$ cat src/rtl/conv_pkg.sv
// Shared constants and types for the conv datapath and its 2x2 max-pool stage.
package conv_pkg;
  localparam int DW       = 16;
  localparam int DIM_W    = 4;
  localparam int MAX_COLS = 15;

  typedef logic [DW-1:0] sample_t;

  typedef enum logic [2:0] {
    S_IDLE,
    S_EVEN,
    S_ODD,
    S_DRAIN,
    S_FIN
  } state_t;
endpackage

$ cat src/rtl/conv_pool_max4.sv
// Combinational unsigned maximum of four samples (one 2x2 pooling window).
module max4
  import conv_pkg::*;
(
  input  sample_t i_a,
  input  sample_t i_b,
  input  sample_t i_c,
  input  sample_t i_d,
  output sample_t o_y
);
  sample_t w_ab, w_cd;

  assign w_ab = (i_a > i_b) ? i_a : i_b;
  assign w_cd = (i_c > i_d) ? i_c : i_d;
  assign o_y  = (w_ab > w_cd) ? w_ab : w_cd;
endmodule

$ cat src/rtl/conv_pool.sv
// 2x2 stride-2 max-pool over a row-major sample stream; even rows are parked
// in a line buffer and pooled as the following odd row streams in.
module conv_pool
  import conv_pkg::*;
(
  input  logic             clk,
  input  logic             rst_n,
  input  logic             start,
  input  logic [DIM_W-1:0] in_row,
  input  logic [DIM_W-1:0] in_col,
  input  sample_t          in_data,
  input  logic             in_valid,
  output sample_t          out_data,
  output logic             out_valid,
  output logic             busy,
  output logic             done
);
  state_t           r_state, w_next;
  logic [DIM_W-1:0] r_rows, r_cols, r_row, r_col;
  sample_t          r_linebuf [MAX_COLS];
  sample_t          r_prev;
  sample_t          r_out_data;
  logic             r_out_valid, r_busy, r_done;

  logic             w_last_col, w_beat, w_fire;
  logic [DIM_W:0]   w_rows_left;
  sample_t          w_max;

  assign w_last_col  = (r_col == r_cols - DIM_W'(1));
  // Rows still to come after the current one.
  assign w_rows_left = {1'b0, r_rows} - {1'b0, r_row} - (DIM_W+1)'(1);
  assign w_beat      = in_valid && (r_state == S_EVEN || r_state == S_ODD || r_state == S_DRAIN);
  assign w_fire      = in_valid && (r_state == S_ODD) && r_col[0];

  // Even-column partner index is c with bit 0 cleared, i.e. c-1 for odd c.
  max4 u_max4 (
    .i_a (r_linebuf[{r_col[DIM_W-1:1], 1'b0}]),
    .i_b (r_linebuf[r_col]),
    .i_c (r_prev),
    .i_d (in_data),
    .o_y (w_max)
  );

  always_comb begin
    w_next = r_state;
    case (r_state)
      S_IDLE:
        if (start) begin
          if (in_row == '0 || in_col == '0)                    w_next = S_FIN;
          else if (in_row < DIM_W'(2) || in_col < DIM_W'(2))   w_next = S_DRAIN;
          else                                                 w_next = S_EVEN;
        end
      S_EVEN:
        if (in_valid && w_last_col)
          w_next = (w_rows_left != '0) ? S_ODD : S_FIN;
      S_ODD:
        if (in_valid && w_last_col) begin
          if (w_rows_left >= (DIM_W+1)'(2))      w_next = S_EVEN;
          else if (w_rows_left == (DIM_W+1)'(1)) w_next = S_DRAIN;
          else                                   w_next = S_FIN;
        end
      S_DRAIN:
        if (in_valid && w_last_col && w_rows_left == '0)
          w_next = S_FIN;
      S_FIN:   w_next = S_IDLE;
      default: w_next = S_IDLE;
    endcase
  end

  always_ff @(posedge clk) begin
    if (!rst_n) begin
      r_state     <= S_IDLE;
      r_rows      <= '0;
      r_cols      <= '0;
      r_row       <= '0;
      r_col       <= '0;
      r_prev      <= '0;
      r_out_data  <= '0;
      r_out_valid <= 1'b0;
      r_busy      <= 1'b0;
      r_done      <= 1'b0;
    end else begin
      r_state     <= w_next;
      r_out_valid <= w_fire;
      r_done      <= (w_next == S_FIN);
      r_busy      <= (w_next == S_EVEN || w_next == S_ODD || w_next == S_DRAIN);
      if (w_fire) r_out_data <= w_max;
      if (r_state == S_IDLE && start) begin
        r_rows <= in_row;
        r_cols <= in_col;
        r_row  <= '0;
        r_col  <= '0;
      end else if (w_beat) begin
        if (w_last_col) begin
          r_col <= '0;
          r_row <= r_row + DIM_W'(1);
        end else begin
          r_col <= r_col + DIM_W'(1);
        end
      end
      if (in_valid && r_state == S_ODD && !r_col[0]) r_prev <= in_data;
    end
  end

  // Line buffer carries no reset; every entry is written before it is read.
  always_ff @(posedge clk) begin
    if (in_valid && r_state == S_EVEN) r_linebuf[r_col] <= in_data;
  end

  assign out_data  = r_out_data;
  assign out_valid = r_out_valid;
  assign busy      = r_busy;
  assign done      = r_done;
endmodule

$ cat config.mk
export PLATFORM = sky130hd
export DESIGN_NAME = conv_pool
export DESIGN_NICKNAME = d
export VERILOG_FILES = /design/src/rtl/conv_pkg.sv /design/src/rtl/conv_pool_max4.sv /design/src/rtl/conv_pool.sv
export SDC_FILE = /design/constraint.sdc
export NUM_CORES = 1
export LEC_CHECK = 0
export BUFFER_PORTS_ARGS = -buffer_cell sky130_fd_sc_hd__buf_2
export CAP_MARGIN = 20
export CORE_MARGIN = 2
export CORE_UTILIZATION = 33
export DETAILED_ROUTE_END_ITERATION = 10
export GPL_TIMING_DRIVEN = 0
export PLACE_DENSITY = 0.49
export SETUP_SLACK_MARGIN = 0.4
export SLEW_MARGIN = 0
export SYNTH_ARGS = -nofsm -noshare
export SYNTH_HDL_FRONTEND = slang
export SYNTH_HIERARCHICAL = 1
export SYNTH_SLANG_ARGS = --single-unit
$ cat constraint.sdc
create_clock -name clk -period 4.9 [get_ports clk]
set_clock_uncertainty 0.1 [all_clocks]
set_input_delay 0.245 -clock clk [delete_from_list [all_inputs] [get_ports clk]]
set_output_delay 0.245 -clock clk [all_outputs]
set_load 0.01 [all_outputs]
# Word-level counts from Yosys, hierarchy flattened

Memories as Yosys holds them, arrays and structs flattened. A register that Yosys moved wholly into a read port is not among the register bits.
Cells that the tools add are included.

$add $sub $neg: 5
Equality and inequality tests: 9
Bitwise logic cells: 1
Magnitude comparators: 6
Multiplexer cells: 20
Reduce and logical (&&, ||, !) cells: 22

Operator list:

| kind                                                              | count |
|---|---|
| greater-than comparator 16 bit                                    | 3 |
| 2-to-1 mux 16 bit                                                 | 3 |
| 2-to-1 mux 3 bit                                                  | 8 |
| 2-to-1 mux 4 bit                                                  | 5 |
| equality test 3 x 2 -> 1 bit, second input constant               | 4 |
| one-hot mux 3 bit (4 select lines)                                | 1 |
| adder 4 x 1 -> 4 bit, second input constant                       | 2 |
| logical AND 1 bit                                                 | 8 |
| zero test 4 bit                                                   | 2 |
| < comparator 4 x 2 -> 1 bit, second input constant                | 2 |
| equality test 3 x 1 -> 1 bit, second input constant               | 2 |
| logical OR 1 bit                                                  | 6 |
| equality test 5 x 1 -> 1 bit, second input constant               | 1 |
| greater-or-equal comparator 5 x 2 -> 1 bit, second input constant | 1 |
| zero test 5 bit                                                   | 1 |
| nonzero test 5 bit                                                | 1 |
| subtractor 4 x 4 -> 5 bit                                         | 1 |
| subtractor 5 x 1 -> 5 bit, second input constant                  | 1 |
| equality test 4 bit                                               | 1 |
| subtractor 4 x 1 -> 4 bit, second input constant                  | 1 |
| equality test 3 bit, second input constant                        | 1 |
| zero test 3 bit                                                   | 1 |
| 2-to-1 mux 1 bit                                                  | 2 |
| 2-to-1 mux 2 bit                                                  | 1 |
| other kinds (4)                                                   | 4 |

Input port bits: 28
Logic and storage cells: 74
Register bits after elaboration: 54
Output and inout bits: 19
Memory bits (writable): 240
Memories kept: 1

Memory list:

| name      | depth | bits a word | read ports | clocked after memory_dff | wr ports | RTL line        | text |
|---|---|---|---|---|---|---|---|
| r_linebuf | 15    | 16          | 2          | 2                        | 1        | conv_pool.sv:20 | `sample_t r_linebuf [MAX_COLS];` |

# Longest topological paths before layout

Depth after elaboration: 10
Gate-level depth with buffers: 30
Gate-level depth less buffers: 23

# Hierarchy

Netlist, hierarchy kept.

By module, submodules not included:

| module    | area an instance (µm²) | cells an instance | times used |
|---|---|---|---|
| conv_pool | 12286.8                | 899               | 1 |
| max4      | 2107.0                 | 279               | 1 |

# Least setup slack after synthesis

Ideal clock, no wire load.

Path kind: register -> register
Start: register (tool-made name)
End: register r_out_data[10] (netlist: out_data[10])
Data required time: 4730 ps
Data arrival time: 5202 ps
Library setup time: 70 ps
Stages on the path, launching flop included: 28
Slack: -472 ps
Cells stage by stage: dfxtp_1 > buf_2 > buf_2 > buf_2 > mux2i_1 > a211oi_1 > a31o_1 > a221o_1 > inv_1 > ha_1 > a21oi_2 > a2bb2oi_2 > nand3_1 > or3_1 > buf_6 > buf_8 > a311oi_1 > inv_1 > ha_1 > and3_1 > a211oi_1 > a21oi_1 > a211oi_1 > a21oi_2 > buf_2 > mux2i_1 > nand2_1 > a21oi_1

RTL lines:

| what                 | RTL line        | text |
|---|---|---|
| end signal, assigned | conv_pool.sv:87 | `if (w_fire) r_out_data <= w_max;` |
| end, declared        | conv_pool.sv:22 | `sample_t r_out_data;` |

==> impl_metrics.toml <==
[status]
status = "finished with violations"
violations = "setup timing"

[clocking]
clk_pin_slew_ps = 60
insertion_delay_ps = 560
tritoncts = "done"
clkSinkCount = 298
htreeDepth = 2
cts_root_buf = "clkbuf_16"
numCtsBuffers = 37
clk_path_buf_depth = 3

[yosys]
syn_nets = 1265
syn_area_um2 = 14400
syn_avg_cell_area_um2 = 12.2
synth_seq_cells = 298
synth-edff-count = 240
yosysWarnings = 6
ys_seq_area_share_pct = 58.1
synthesis.instances = 1178
ys.flop_type = "edfxtp_1"
yosysUniqueCellTypes = 63
async_flop_share_pct = 0

[place]
dp_hpwl_mm = 28.3
io_buffers = 46
placed_cell_area_um2 = 15800
post-place-ws_ps = -1500
routabilityCongestion = 0.840

[floorplan]
die-area_um2 = 45300
start_util_pct = 33.4
dieHeight_um = 213
ioPinCount = 47
fp.dieW_um = 213
placement_rows = 76
core_um2 = 43100

[sta]
tightest_slew_ps = 988
hold_violations = 0
setup-violations-final = 16
period_minus_slack_ps = 5600
finalSetupTns_ps = -10330
setup_ws_ps = -700
slew_violations = 0
post-route-period-util_pct = 114
whs_ps = 15.0
fmax_ghz = 0.179
rsz0062_at_grt = "yes"
slew_headroom_pct = 34.0

[layout]
final_layout_size_suffix_gt1_share_pct = 28.2
final_common_cell = "edfxtp_1"
fin_nets = 1412
ff_latch_area_um2 = 8370
nFillCells = 4021
areaGrowthSynthToFinish_pct = 27.0
diodes = 0
multiInputGateArea_um2 = 6290
most-common-layout-cells = "edfxtp_1, nand2_1, a21oi_1"
postLayoutCellArea_um2 = 18300

[critical_path]
worstPathMaxFanout = 10
slowest_delay_ps = 360
start_kind = "flop"
worstPathArrival_ps = 5910
crit_slowest_cell = "a221o_1"
ff2ff_path_depth = 29
endpoint_kind = "flop"
crit_top_cell = "buf_6"
required_ps = 5210
critical_path_class = "flop to flop"

[route]
first_iter_violations = 604
wl_per_cell_um = 21.0
ant_nets = 0
drt_wl_total_mm = 40.6
via_per_inst = 5.19
dr.pass1.iters = 5
drcViolationCount = 0
via_count = 10041

[pwr]
power_leakage_nw = 6.32
p_total_mw = 6.17
peakVddDrop_v = 0.000184
powerDensity_nw_per_um2 = 337

[global_routing]
grt_pass1_wl_mm = 62.1
grt_max_degree = 19
grt-ovfl-total = 0
grt_pass1_vias = 10279
grt.total_usage_pct = 18.3
antenna_found_initial = 0

[flow_run]
max_cap_violations = 0

[worst_hold_path]
hold_class = "primary input to flop"
hold-path-cell-count = 1
[cells in the mapped netlist, types with 24 or more instances]
cell      count  area [µm²]
a211oi_1     34         255
a21oi_1      93         465
clkbuf_1     37         139
dfxtp_1      58        1160
edfxtp_1    240        7210
ha_1         58         726
inv_1        61         229
mux2_2       32         360
mux2i_1      66         661
nand2_1     150         563
nand3_1      24         120
nand4_1      26         163
nor2_1       54         203
nor2b_1      25         156
[logic make-up (layout without fill, tap and decap cells)]
kind of cell | Yosys count | after routing | share of synthesized area, %
XOR/XNOR | 11 | 11 | 0.722
AO/OA/AOI/OAI | 240 | 240 | 11.7
flip-flops | 298 | 298 | 58.1
buffers and inverters | 128 | 300 | 3.86
adder cells (fa/ha/maj) | 59 | 59 | 5.18
AND/OR/NAND/NOR | 328 | 328 | 10.8
multiplexers | 114 | 114 | 9.60
[sequential cells by signal, indices dropped and copies added, names as in the netlist, 3 cells and up, named ones only]
name / count
r_row: 4
r_cols: 4
out_data: 16
r_rows: 4
r_col: 4
r_linebuf: 240
r_prev: 16
r_state: 3
[power breakdown]
part	switching [mW]	internal (mW)
Combinational	0.437	0.362
Sequential	0.0131	2.75
Clock	1.08	1.52
Total	1.53	4.64
[worst max-delay path, delay by kind of cell (launching register included)]
kind                     cells  cell delay [ps]
multiplexers                 1              180
buffers and inverters        9             1250
adder cells (fa/ha/maj)      2              470
flip-flops                   1              320
AND/OR/NAND/NOR              6              960
AO/OA/AOI/OAI               11             2200
[layout make-up]
class,count,area share [%]
Clock buffer,45,5.28
Buffer,66,3.31
Clock inverter,19,0.958
Tap cell,585,4.00
Multi-Input combinational cell,752,34.4
Sequential cell,298,45.8
Timing Repair Buffer,108,5.00
Inverter,62,1.29
[metrics by stage]
stage | utilization, % | cells
2_1_floorplan | - | 1178
3_3_place_gp | 36.3 | 1809
3_5_place_dp | 36.7 | 1819
4_1_cts | 41.8 | 1925
5_1_grt | 42.4 | 1935
6_report | 42.4 | 1935
[timing repair]
action	4_1_cts	5_1_grt
setup buffers	24	8
resized for setup	123	49
hold buffers	15	0
endpoints found under the hold margin	58	0
gates cloned	3	2
endpoints found under the setup margin	16	16
pin swaps	20	25
[worst paths after layout]
path | start | end | slack, ps
worst max-delay path | flop | out_data[2] | -700
worst min register to register | out_data[5] | out_data[5] | 350
worst min-delay path | in_data[6] | r_linebuf[1][6] | 20
worst max register to register | flop | out_data[2] | -700
[per-layer routing]
metal	track usage [%]	wire length (µm)	vias to the layer above	part of all wire [%]
li1	-	-	4761	-
met1	24.6	18600	5034	46
met2	30.7	19500	195	48
met3	3.12	1630	51	4.0
met4	4.58	841	0	2.1
met5	0	0	-	0
No activity file was read; power rests on OpenSTA's default activity.
